## src/rtl/wb_commit_arbiter.sv

```systemverilog
// Round-robin writeback arbiter: picks one requesting unit per cycle and registers
// its id/data/unit index as a commit packet one cycle later.
module wb_commit_arbiter #(
    parameter int NUM_UNITS = 4,
    parameter int ID_W      = 3,
    parameter int DATA_W    = 32
) (
    input  logic                          clk,
    input  logic                          rst,
    input  logic                          wb_suppress,
    input  logic [NUM_UNITS-1:0]          unit_valid,
    input  logic [NUM_UNITS*ID_W-1:0]     unit_id,
    input  logic [NUM_UNITS*DATA_W-1:0]   unit_data,
    output logic [NUM_UNITS-1:0]          unit_ack,
    output logic                          commit_valid,
    output logic [ID_W-1:0]               commit_id,
    output logic [DATA_W-1:0]             commit_data,
    output logic [$clog2(NUM_UNITS)-1:0]  commit_unit
);

    localparam int PTR_W = $clog2(NUM_UNITS);
    localparam logic [PTR_W:0] NUM_UNITS_W = (PTR_W+1)'(NUM_UNITS);
    localparam logic [PTR_W-1:0] LAST_UNIT = PTR_W'(NUM_UNITS - 1);

    logic [PTR_W-1:0]  rr_ptr_q, rr_ptr_d;
    logic              commit_valid_q, commit_valid_d;
    logic [ID_W-1:0]   commit_id_q, commit_id_d;
    logic [DATA_W-1:0] commit_data_q, commit_data_d;
    logic [PTR_W-1:0]  commit_unit_q, commit_unit_d;

    logic [ID_W-1:0]   id_arr   [NUM_UNITS];
    logic [DATA_W-1:0] data_arr [NUM_UNITS];

    logic              grant_found;
    logic [PTR_W-1:0]  grant_idx;
    logic [PTR_W:0]    cand_sum;

    for (genvar k = 0; k < NUM_UNITS; k++) begin : g_unpack
        assign id_arr[k]   = unit_id[k*ID_W +: ID_W];
        assign data_arr[k] = unit_data[k*DATA_W +: DATA_W];
    end

    // Cyclic search starting at rr_ptr; the extra sum bit lets non-power-of-two
    // unit counts wrap correctly.
    always_comb begin
        grant_found = 1'b0;
        grant_idx   = '0;
        cand_sum    = '0;
        for (int i = 0; i < NUM_UNITS; i++) begin
            cand_sum = {1'b0, rr_ptr_q} + (PTR_W+1)'(i);
            if (cand_sum >= NUM_UNITS_W) begin
                cand_sum = cand_sum - NUM_UNITS_W;
            end
            if (!grant_found && unit_valid[cand_sum[PTR_W-1:0]]) begin
                grant_found = 1'b1;
                grant_idx   = cand_sum[PTR_W-1:0];
            end
        end
        if (rst || wb_suppress) begin
            grant_found = 1'b0;
        end
    end

    always_comb begin
        unit_ack = '0;
        if (grant_found) begin
            unit_ack[grant_idx] = 1'b1;
        end
    end

    always_comb begin
        rr_ptr_d       = rr_ptr_q;
        commit_valid_d = 1'b0;
        commit_id_d    = commit_id_q;
        commit_data_d  = commit_data_q;
        commit_unit_d  = commit_unit_q;
        if (grant_found) begin
            rr_ptr_d       = (grant_idx == LAST_UNIT) ? '0 : grant_idx + PTR_W'(1);
            commit_valid_d = 1'b1;
            commit_id_d    = id_arr[grant_idx];
            commit_data_d  = data_arr[grant_idx];
            commit_unit_d  = grant_idx;
        end
    end

    always_ff @(posedge clk) begin
        if (rst) begin
            rr_ptr_q       <= '0;
            commit_valid_q <= 1'b0;
            commit_id_q    <= '0;
            commit_data_q  <= '0;
            commit_unit_q  <= '0;
        end else begin
            rr_ptr_q       <= rr_ptr_d;
            commit_valid_q <= commit_valid_d;
            commit_id_q    <= commit_id_d;
            commit_data_q  <= commit_data_d;
            commit_unit_q  <= commit_unit_d;
        end
    end

    assign commit_valid = commit_valid_q;
    assign commit_id    = commit_id_q;
    assign commit_data  = commit_data_q;
    assign commit_unit  = commit_unit_q;

endmodule

```

## config.mk

```make
export PLATFORM = sky130hd
export DESIGN_NAME = wb_commit_arbiter
export DESIGN_NICKNAME = d
export VERILOG_FILES = /design/src/rtl/wb_commit_arbiter.sv
export SDC_FILE = /design/constraint.sdc
export NUM_CORES = 1
export LEC_CHECK = 0
export CORE_MARGIN = 5
export CORE_UTILIZATION = 36
export DETAILED_ROUTE_END_ITERATION = 12
export PLACE_DENSITY = 0.86
export SLEW_MARGIN = 20
export SYNTH_ARGS = -nofsm -noshare
export SYNTH_HDL_FRONTEND = slang
export SYNTH_SLANG_ARGS = --single-unit
```

## constraint.sdc

```tcl
create_clock -name clk -period 4.4 [get_ports clk]
set_input_delay 0.88 -clock clk [delete_from_list [all_inputs] [get_ports clk]]
set_output_delay 0.88 -clock clk [all_outputs]
set_load 0.05 [all_outputs]
```

After elaboration in Yosys (flattened, before gate mapping)
Index checks and enable logic that the tools add are counted.
Storage, ports and cells
  flip-flop bits (word level): 40
  latch bits: 0
  memory bits (writable): 0
  bits in read-only memories: 0
  word-level logic and storage cells: 66
  memories: 0
Cells by class
  $add $sub $neg: 8
  multipliers: 0
  div/mod/pow operators: 0
  order comparisons: 11
  eq/ne operators: 1
  shifts and indexed selects: 0
  muxes and demuxes: 32
  bitwise gates (word level): 1
  reduce and logical (&&, ||, !) cells: 8
Operator list (number)
  32-bit binary-select mux with 2-bit select: 1
  32-bit 2-to-1 mux: 2
  2-bit 2-to-1 mux: 9
  2-bit by 3-bit < comparator with 1-bit output (second input constant): 5
  3-bit greater-or-equal comparator (second input constant): 4
  1-bit 2-to-1 mux: 11
  1-bit binary-select mux with 2-bit select: 4
  2-bit by 1-bit subtractor with 2-bit output (second input constant): 4
  2-bit by 2-bit adder with 3-bit output (second input constant): 2
  3-bit binary-select mux with 2-bit select: 1
  3-bit 2-to-1 mux: 2
  1-bit logical AND: 4
  4-bit 2-to-1 mux: 1
  2-bit by 1-bit adder with 3-bit output (second input constant): 1
  2-bit by 3-bit greater-or-equal comparator with 1-bit output (second input constant): 1
  1-bit logical NOT: 3
  2-bit NOT with 3-bit output: 1
  2-bit by 1-bit adder with 2-bit output (second input constant): 1
  1-bit demux with 2-bit select: 1
  2-bit == test (second input constant): 1
  2-bit by 1-bit greater-or-equal comparator with 1-bit output (second input constant): 1
  1-bit logical OR: 1

Logic depth before layout (Yosys ltp)
  word-level depth: 19
  mapped depth: 8
  mapped depth without buffers: 5

Worst setup path before layout
No wires, ideal clock.
  path kind: in2out
  start: input unit_valid[2]
  end: output unit_ack[1]
  arrival: 3.115 ns
  path slack: 0.405 ns
  cell stages on the path: 7
  buffers on the path: 3
  path through: nor2b_1 -> or4b_1 -> buf_2 -> and2_4 -> buf_6 -> buf_6 -> nor3_1
Between the ends
  longest elaborated chain between the ends: 17
  elaborated cells between the ends (all ways): 29
  those cells by class: order compare (2); mux (20); reduce/logical (7)
RTL lines
  start, declared: line 11  | input logic [NUM_UNITS-1:0] unit_valid,
  1-bit binary-select mux with 2-bit select: line 54  | if (!grant_found && unit_valid[cand_sum[PTR_W-1:0]]) begin
  1-bit 2-to-1 mux (not written as such): line 54
  1-bit 2-to-1 mux: line 54
  1-bit logical NOT: line 54
  1-bit logical AND: line 54
  1-bit 2-to-1 mux: line 54
  1-bit logical NOT: line 54
  1-bit logical AND: line 54
  1-bit 2-to-1 mux: line 54
  1-bit logical NOT: line 54
  1-bit logical AND: line 54
  2-bit 2-to-1 mux: line 54
  2-bit by 3-bit < comparator with 1-bit output (not written as such) or 2-bit by 1-bit greater-or-equal comparator with 1-bit output (tied branches): line 67  | unit_ack[grant_idx] = 1'b1;
  1-bit logical AND (not written as such): line 67
  1-bit 2-to-1 mux (not written as such): line 67
  1-bit demux with 2-bit select: line 67
  4-bit 2-to-1 mux *: line 66  | if (grant_found) begin
  end, declared: line 14  | output logic [NUM_UNITS-1:0] unit_ack,
Mark *: on every way between the ends. The rest lies on a longest branch, timed or not. The select of a mux whose other input is x is not followed.

Final worst setup path
  start: input unit_valid[2]
  end: output unit_ack[3]
Same word-level chain as after synthesis.

==> results.txt <==
Synthesized Nets: 445
Power Total: 1.38 mW
Setup crit end kind: primary output
status: finished clean
H-tree Lvls: 2
kind of critical path: primary input to primary output
drc violations: 0
vias in the first global route: 3048
CP Buf/Inv Count: 2
Unique masters post-synth: 25
worst endpoint data arrival time: 2.89 ns
final hold vios: 0
Final Routed Wirelength: 10.0 mm
Seq cells post-synth: 40
Fill cells: 560
hold path cells: 2
CTS resizes: 0
placed cells: 539
PortBufs: 188
WHS: 0.449 ns
num rows: 30
Pleak: 1.78 nW
Mean Syn Cell Area: 8.18 um^2
Worst EP required: 3.52 ns
Final Setup Violations: 0
critical path startpoint category: primary input
Iter 0 DRT Violations: 153
PwrDens: 309 nW/um^2
Die Ht: 92.3 um
crit path max-delay cell type: or4b_1
drt pass-1 iters: 4
R2R Path End: commit_id[0]
clk sinks: 40
drt via density: 5.61
layout cells sized above 1: 0.0471
Synth Instances: 298
worst vdd ir: 124 uV
min Tclk post-route: 3.77 ns
post-CTS setup buffers: 0
die width: 92.3 um
FMAX: 266 MHz
die area: 8520 um^2
Max-Slew Margin vs Limit: 0.363
post-route setup TNS: 0 ns
CP Cell Sequence: clkdlybuf4s50_1 -> nor2b_1 -> or4b_1 -> and2_4 -> nor3_1 -> buf_12
CP delay by family, top: simple AND/OR/NAND/NOR gates
Worst-path clk slew: 0.08 ns
min-delay src: commit_unit[1]
Final Util: 0.669
DRT antenna net count: 0
Area growth, synth to finish: 83.4%
final worst-path cycle share: 0.856
reg-to-reg startpoint: rr_ptr_q[0]
Comb power frac: 0.473
clock share of power: 0.217
nets: 613
FF-to-FF path depth: 7
Final Wtd Congestion: 0.823
met2 WL: 4.91 mm
Worst Hold Class: flop to flop
Hold Buf Count CTS: 0
Internal Pwr Total: 0.871 mW
Starting Density: 0.365
GRT Residual Overflow: 0
NetSw: 0.513 mW
root buffer cell: clkbuf_8
sequential area share after synthesis: 0.328
initial antenna violation count: 0
switching part of the total: 0.371
Tightest Pin Transition: 0.954 ns
total number of vias: 3069
Met3 Wirelength: 1.03 mm
drt wl/cell: 18.3 um
worst skew pair latency: 0.29 ns
RSZ-0062 raised after global routing: no
synth warn: 0
max incr delay on CP: 0.57 ns
Multi-input gate area: 1490 um^2
dpl hpwl: 7.63 mm
skew final: 0.00612 ns
FF+latch area: 801 um^2
routed metal-1 wirelength: 3.83 mm
top routing layer in use: met4
Slew Limit Fails: 0
worst hold endpoint: commit_unit[1]
Mapped Area: 2440 um^2
CTS tree: yes
core footprint: 6680 um^2
Reg power frac: 0.311
Ant. Diodes: 0
Longest Clk Path Bufs: 2
fin cells: 547
largest net degree at the start of global routing: 52
reg2reg setup slack: 2.14 ns
cts bufs inserted: 5
overall global routing resource usage: 0.222
# Max-Cap Violations: 0
I/O pin count: 189
first-pass GRT wire length: 15.2 mm
worst-path maximum fanout: 23
[cell usage after synthesis]
| cell type | n | area share |
|---|---|---|
| o31ai_1 | 25 | 0.077 |
| and2_4 | 1 | 0.0036 |
| and3_1 | 50 | 0.13 |
| or3_1 | 1 | 0.0026 |
| nand2_1 | 43 | 0.066 |
| nor3_1 | 4 | 0.0082 |
| or4_1 | 1 | 0.0031 |
| nand2_2 | 1 | 0.0026 |
| o221ai_1 | 10 | 0.036 |
| o21a_1 | 1 | 0.0031 |
| xnor2_1 | 1 | 0.0036 |
| a211o_1 | 1 | 0.0036 |
| nor2b_1 | 4 | 0.010 |
| o21ai_1 | 1 | 0.0021 |
| inv_1 | 1 | 0.0015 |
| or4b_1 | 1 | 0.0041 |
| nor4_1 | 1 | 0.0026 |
| o21ai_0 | 3 | 0.0062 |
| buf_6 | 3 | 0.014 |
| a211oi_1 | 50 | 0.15 |
| clkbuf_1 | 24 | 0.037 |
| nor2_1 | 4 | 0.0062 |
| dfxtp_1 | 40 | 0.33 |
| buf_2 | 7 | 0.014 |
| mux2i_1 | 20 | 0.082 |
[how the worst max path moves through the flow]
stage                              from          end  slack [ns]  cells past startpoint
after global placement    unit_valid[2]  unit_ack[1]        0.74                      6
after global routing      unit_valid[2]  unit_ack[2]        0.55                      7
final                     unit_valid[2]  unit_ack[3]        0.63                      6
after CTS                 unit_valid[2]  unit_ack[1]        0.64                      6
after detailed placement  unit_valid[2]  unit_ack[3]        0.66                      6
after floorplan           unit_valid[2]  unit_ack[1]        0.40                      7
[per-stage QoR]
| stage | cell area [um^2] | setup slack [ns] |
|---|---|---|
| after floorplan | 2440 | 0.405 |
| after global placement | 4370 | 0.740 |
| after detailed placement | 4370 | 0.656 |
| after CTS | 4470 | 0.641 |
| after global routing | 4470 | 0.545 |
| final | 4470 | 0.634 |
[cell usage in the layout (no fill, tap or decap)]
cell type / count
a211o_1: 1
a211oi_1: 50
and2_4: 1
and3_1: 50
buf_12: 4
buf_4: 7
bufinv_16: 1
clkbuf_1: 1
clkbuf_8: 5
clkdlybuf4s50_1: 184
clkinv_2: 1
dfxtp_1: 40
inv_1: 1
mux2i_1: 20
nand2_1: 43
nand2_2: 1
nor2_1: 3
nor2_4: 1
nor2b_1: 4
nor3_1: 4
nor4_1: 1
o21a_1: 1
o21ai_0: 3
o21ai_2: 1
o221ai_1: 10
o31ai_1: 25
or3_1: 1
or4_1: 1
or4b_1: 1
xnor2_1: 1
[worst min-delay path, cell delays in order (launching register included)]
cell     delay (ns)
dfxtp_1        0.31
nand2_1        0.05
nand2_1        0.05
[cells by family (layout without fill, tap and decap cells)]
| group | count (synthesis) | count (layout) | share of synthesized area |
|---|---|---|---|
| AOI/OAI and AO/OA | 91 | 91 | 0.282 |
| xor gates and xnor gates | 1 | 1 | 0.00359 |
| buffers and inverters | 35 | 204 | 0.0667 |
| DFF | 40 | 40 | 0.328 |
| muxes | 20 | 20 | 0.0821 |
| and+or+nand+nor | 111 | 111 | 0.238 |
[final cells by class]
cell class,count,share of cell area
Timing Repair Buffer,195,0.441
Multi-Input combinational cell,223,0.332
Clock inverter,2,0.00783
Clock buffer,6,0.0162
Tap cell,80,0.0224
Inverter,1,0.000839
Sequential cell,40,0.179
[power groups by stage]
stage | Clock [mW] | Sequential, mW | Combinational (mW)
floorplan | 0 | 0.578 | 0.244
global placement | 0 | 0.436 | 0.644
detailed placement | 0 | 0.438 | 0.655
CTS | 0.310 | 0.430 | 0.657
global route | 0.324 | 0.435 | 0.695
finish | 0.300 | 0.430 | 0.654
[sequential cells by signal, indices dropped and copies added, names as in the netlist]
name	flops
commit_data	32
commit_id	3
commit_valid	1
commit_unit	2
rr_ptr_q	2
[layer usage]
metal | vias up | GRT usage
met1 | 1418 | 0.243
li1 | 1469 | -
met2 | 163 | 0.397
met5 | - | 0
met4 | 0 | 0.0804
met3 | 19 | 0.0747
(Power assumes the default switching activity.)
